File: src/rtl/fetch_prefetch_queue.sv
// fetch_prefetch_queue: owns the fetch PC, reads IMEM and buffers {pc, inst} pairs
// in a DEPTH-entry FIFO presented to IF_ID with a valid/ready handshake.
module fetch_prefetch_queue #(
   parameter int          DEPTH    = 4,
   parameter logic [31:0] RESET_PC = 32'h0000_0000,
   parameter logic [31:0] NOP_INST = 32'h0000_0013
) (
   input  logic                     clk,
   input  logic                     reset,
   input  logic                     fetch_en,
   input  logic                     redirect,
   input  logic [31:0]              redirect_pc,
   output logic [31:0]              imem_addr,
   input  logic [31:0]              imem_inst,
   input  logic                     id_ready,
   output logic                     id_valid,
   output logic [31:0]              id_pc,
   output logic [31:0]              id_inst,
   output logic [$clog2(DEPTH):0]   q_count
);
   localparam int AW = $clog2(DEPTH);
   logic [31:0]   fetch_pc;
   logic [AW-1:0] wr_ptr, rd_ptr;
   logic [31:0]   pc_mem   [DEPTH];
   logic [31:0]   inst_mem [DEPTH];
   logic          push, pop;
   assign id_valid  = q_count != '0;
   assign pop       = id_valid & id_ready & ~redirect;
   assign push      = fetch_en & ~redirect & ((q_count < (AW+1)'(DEPTH)) | pop);
   assign imem_addr = fetch_pc;
   assign id_pc     = id_valid ? pc_mem[rd_ptr] : '0;
   assign id_inst   = id_valid ? inst_mem[rd_ptr] : NOP_INST;
   always_ff @(posedge clk or posedge reset)
      if (reset) begin
         fetch_pc <= RESET_PC;
         wr_ptr   <= '0;
         rd_ptr   <= '0;
         q_count  <= '0;
      end else if (redirect) begin
         fetch_pc <= redirect_pc & 32'hFFFF_FFFC;
         wr_ptr   <= '0;
         rd_ptr   <= '0;
         q_count  <= '0;
      end else begin
         if (push) begin
            wr_ptr   <= wr_ptr + 1'b1;
            fetch_pc <= fetch_pc + 32'd4;
         end
         if (pop) rd_ptr <= rd_ptr + 1'b1;
         if (push != pop) q_count <= push ? q_count + 1'b1 : q_count - 1'b1;
      end
   // storage holds no reset; validity is tracked solely by q_count
   always_ff @(posedge clk)
      if (push) begin
         pc_mem[wr_ptr]   <= fetch_pc;
         inst_mem[wr_ptr] <= imem_inst;
      end
endmodule

File: config.mk
export PLATFORM = sky130hd
export DESIGN_NAME = fetch_prefetch_queue
export DESIGN_NICKNAME = d
export VERILOG_FILES = /design/src/rtl/fetch_prefetch_queue.sv
export SDC_FILE = /design/constraint.sdc
export NUM_CORES = 1
export LEC_CHECK = 0
export BUFFER_PORTS_ARGS = -buffer_cell sky130_fd_sc_hd__buf_2
export CORE_ASPECT_RATIO = 1.75
export CORE_MARGIN = 2
export CORE_UTILIZATION = 29
export CTS_BUF_LIST = sky130_fd_sc_hd__clkbuf_4
export DETAILED_ROUTE_END_ITERATION = 8
export HOLD_SLACK_MARGIN = 0.12
export PLACE_DENSITY = 0.46
export SYNTH_ARGS = -nofsm -noshare
export SYNTH_HDL_FRONTEND = slang
export SYNTH_SLANG_ARGS = --single-unit
File: constraint.sdc
create_clock -name clk -period 6.7 [get_ports clk]
set_input_delay 1.34 -clock clk [delete_from_list [all_inputs] [get_ports clk]]
set_output_delay 1.34 -clock clk [all_outputs]
set_load 0.01 [all_outputs]
## Yosys cells after proc, flatten, opt, wreduce, memory -nomap -nowiden

Memories as Yosys holds them, arrays and structs flattened.
Index checks and enable logic that the tools add are counted.

- Logic and storage cells: 36
- Bits of input ports: 69
- RAM bits: 256
- Register bits after elaboration: 39
- Output and inout bits: 100
- Memories: 2

- Equal/unequal tests: 1
- Reductions and logical operators: 4
- Bitwise logic cells: 6
- Order comparisons: 1
- Multiplexer cells: 13
- Add/sub/neg operators: 5

Memory list:

| name | words | bits a word | rd ports | clocked after memory_dff | write ports | line | RTL |
|---|---|---|---|---|---|---|---|
| inst_mem | 4 | 32 | 1 | 0 | 1 | 25 | `logic [31:0] inst_mem [DEPTH];` |
| pc_mem | 4 | 32 | 1 | 0 | 1 | 24 | `logic [31:0] pc_mem [DEPTH];` |

Operators with widths:

| operator | count |
|---|---|
| $mux 32 | 4 |
| $add 32x3->32 const B | 1 |
| $mux 3 | 3 |
| $mux 2 | 4 |
| $reduce_bool 2->1 | 3 |
| $add 2x1->2 const B | 2 |
| $and 1x1->1 | 4 |
| $add 3x1->3 const B | 1 |
| $lt 3x3->1 const B | 1 |
| $reduce_bool 3->1 | 1 |
| $sub 3x1->3 const B | 1 |
| $mux 1 | 2 |
| $ne 1x1->1 | 1 |
| $not 1->1 | 1 |
| $or 1x1->1 | 1 |

## Logic depth before layout (Yosys ltp)

- Depth in word-level cells: 8
- Mapped depth: 9
- Mapped depth without buffers: 7

## Least setup slack after synthesis

No wires, ideal clock.

- Path kind: in2reg
- Start point: in fetch_en
- End point: mem inst_mem[0][0] (enable)
- Slack: 2.854 ns
- Buffers on the path: 1
- Cell stages on the path: 3
- Setup time: 0.427 ns
- Arrival time: 3.419 ns
- Required time: 6.273 ns
- Path through: clkbuf_1 nor2b_1 and3_1

- Cells in the longest elaborated chain, start to end: 4

Ends and longest elaborated chain:

| element | line | RTL |
|---|---|---|
| start: declaration | 10 | `input logic fetch_en,` |
| $and 1x1->1 (2 in a row) | 29 | `assign push = fetch_en & ~redirect & ((q_count < (AW+1)'(DEPTH)) \| pop);` |
| $mux 1 | 54 | `if (push) begin` |
| $mux 1 (not written as such) | 56 | `inst_mem[wr_ptr] <= imem_inst;` |
| end: declaration | 25 |  |

Every way passes these cells.

## Worst setup path in the final report

- Start point: reg rd_ptr[0]
- End point: out id_pc[11]

- Cells in the longest elaborated chain, start to end: 2

Ends and longest elaborated chain:

| element | line | RTL |
|---|---|---|
| start: declaration | 23 | `logic [AW-1:0] wr_ptr, rd_ptr;` |
| start signal: assignment | 49 | `if (pop) rd_ptr <= rd_ptr + 1'b1;` |
| $mem_v2 4x32 | n/a |  |
| $mux 32 | 31 | `assign id_pc = id_valid ? pc_mem[rd_ptr] : '0;` |
| end: declaration | 17 | `output logic [31:0] id_pc,` |

Every way passes these cells.

==> results.ini <==
[global_route]
grt_pass1_vias=7392
grt_pass1_wl_mm=44.93
gr-total-overflow=0
antenna_found_initial=2
grt_max_degree=65
grtUsageTotal_pct=14.50

[sta]
fmax_mhz=216.1
setup_tns_ns=0
hold_violations=0
maxSlewHeadroom_pct=13.84
fin_skew_ns=0.03609
rsz0062_at_grt=false
period_share_pct=69.06
tightest_slew_ns=1.281
setup_viol=0
hold_slack_ns=0.5818
slew_viol_final=0
fin_crit_ns=4.627

[worst_setup_path]
reg2reg_depth=3
r2r-start=q_count[2]$_DFFE_PP0P_
worst_setup_path_start_kind=flip-flop
cp.required_ns=5.36
cp_max_fo=45
arrival_ns=3.29
crit_type=flip-flop to output pin
end_kind=output pin
r2r-end=pc_mem[2][25]$_DFFE_PP_
r2r_slack_ns=4.17

[layout]
layout-drive-gt1-share_pct=38.01
final_area_um2=14120
mostFrequentLayoutCells=edfxtp_1 (248), buf_2 (162), clkbuf_4 (104), mux4_2 (63), and2_1 (60)
area_growth_pct=19.64
fin_cells=1444
mostFrequentLayoutCell=edfxtp_1
fin_nets=968
final_util_pct=35.26

[power_and_ir_drop]
ir_drop_mv=0.09685
p_seq_share_pct=48.0
p_leak_nw=4.986
intPower_mw=3.280
switchingPower_mw=1.238
swShare_pct=27.40
power_frac_comb_pct=17.3
clkPwrFrac_pct=34.7
power.density_nw_per_um2=319.9

[logic_synthesis]
ys_ff_latch=285
ys_warn_count=0
syn_area_um2=11800
synth_edf_count=248
seq_area_frac_synth_pct=70.93
synth.avg_cell_area_um2=17.21
synthArstFlopShare_pct=12.98
ys_types=49
synth_ff_type=edfxtp_1
netlist_instances=686

[worst_hold_path]
hold-path-cell-count=2
hold_path_end=wr_ptr[1]$_DFFE_PP0P_
holdCritStartpoint=wr_ptr[1]$_DFFE_PP0P_
min_path_type=flip-flop to flip-flop

[cts]
cts_tree=yes
clkSlewWorstSetupHoldPaths_ns=0.08
cts_setup_buffers=0
clock_sinks=285
htreeDepth=3
root_buffer=clkbuf_4
hold_buffers=0
cts_resized=0
clk_latency_ns=0.71
cts-buffers-inserted=73
cts_buffer_depth=3

[die]
die_area_um2=42400
ioPinCount=169
num_rows=97
initial_core_util_pct=29.47
dieHeight_um=270.9
core_um2=40050
die_w_um=156.5

[placed_design]
hpwl_mm=17.75
dp_cells=1313
port_buffers=162
globalplace.congestion=0.7586
place_area_um2=13130

[drt]
wl_per_cell_um=20.80
vias=7019
wl_mm=30.03
dr.pass1.iters=5
dr.first_iter.drc_count=461
drc=0
drtAntennaViolNets=0
viasPerCell=4.861

[run_status]
status=finished clean

[job]
drv_cap=0

cells by family after synthesis:
family,count (synthesis),synth area share [%]
xor gates and xnor gates,11,0.8162
buffers and inverters,54,2.131
AOI/OAI and AO/OA,53,3.000
muxes,64,12.11
other,1,0.03177
and+or+nand+nor,212,10.28
DFF,285,70.93
adders and majority gates,6,0.6996
power by group through the flow:
stage               Clock [mW]  Combinational, mW  Sequential, mW
floorplan                    0              0.534            2.13
global placement             0              0.806            2.21
detailed placement           0              0.811            2.22
CTS                       1.65              0.813            2.18
global route              1.73              0.860            2.19
finish                    1.57              0.781            2.17
routing by layer:
metal	share of wire, %	vias up	global-route usage (%)
met1	39	3549	16.13
met5	0	-	0
met3	4.8	59	3.380
met4	2.6	0	6.470
met2	54	219	26.01
li1	-	3192	-
registers in the layout, summed over array words and instances (netlist names):
signal	count
wr_ptr	2
q_count	3
inst_mem	128
rd_ptr	2
imem_addr	30
pc_mem	120
cell type report:
| type | instances | area (um2) |
|---|---|---|
| clock buffers | 104 | 780.7 |
| well taps | 495 | 619.3 |
| fillers | 3916 | 25930 |
| inverters | 12 | 45.04 |
| diodes | 2 | 5.005 |
| repair buffers | 171 | 878.3 |
| multi-input cells | 350 | 3211 |
| clock inverters | 25 | 202.7 |
| flip-flops and latches | 285 | 8381 |
worst max-delay path, stage by stage, from the launching register on:
cell and delay, ns:
dfrtp_4 1.11, buf_4 0.54, mux4_2 0.55, and2_1 0.19
buf_2 0.14
cells in the mapped netlist (all sizes together), types with 7 or more instances:
master    n  area [um2]
nand3    31       155.2
buf      18       116.4
clkbuf   24       90.09
edfxtp  248        7447
nor2b    10       70.06
nor3     11       55.05
nand4    13       87.58
o21ai    16       80.08
nor4      7       43.79
or4      12       90.09
nor2     16       60.06
and2     60       375.4
and3      7       43.79
mux4     63        1419
nand2    29       108.9
dfrtp    37       925.9
inv      11       41.29
per-stage QoR:
| stage | worst slack [ns] | total power [mW] |
|---|---|---|
| final | 2.073 | 4.518 |
| after global routing | 1.759 | 4.782 |
| after CTS | 1.823 | 4.639 |
| after detailed placement | 2.671 | 3.026 |
| after global placement | 2.677 | 3.018 |
| after floorplan | 2.854 | 2.667 |
worst max-delay path by stage:
stage                     startpoint                  endpoint  slack (ns)  cells after the start
3_3_place_gp   rd_ptr[0]$_DFFE_PP0P_                 id_pc[11]        2.68                      4
3_5_place_dp   rd_ptr[0]$_DFFE_PP0P_                 id_pc[17]        2.67                      4
4_1_cts        rd_ptr[0]$_DFFE_PP0P_                 id_pc[17]        1.82                      4
2_1_floorplan               fetch_en  inst_mem[0][0]$_DFFE_PP_        2.85                      3
6_report       rd_ptr[0]$_DFFE_PP0P_                 id_pc[11]        2.07                      4
5_1_grt        rd_ptr[0]$_DFFE_PP0P_                 id_pc[17]        1.76                      4
Note: power is estimated with default switching activity, not from simulation.
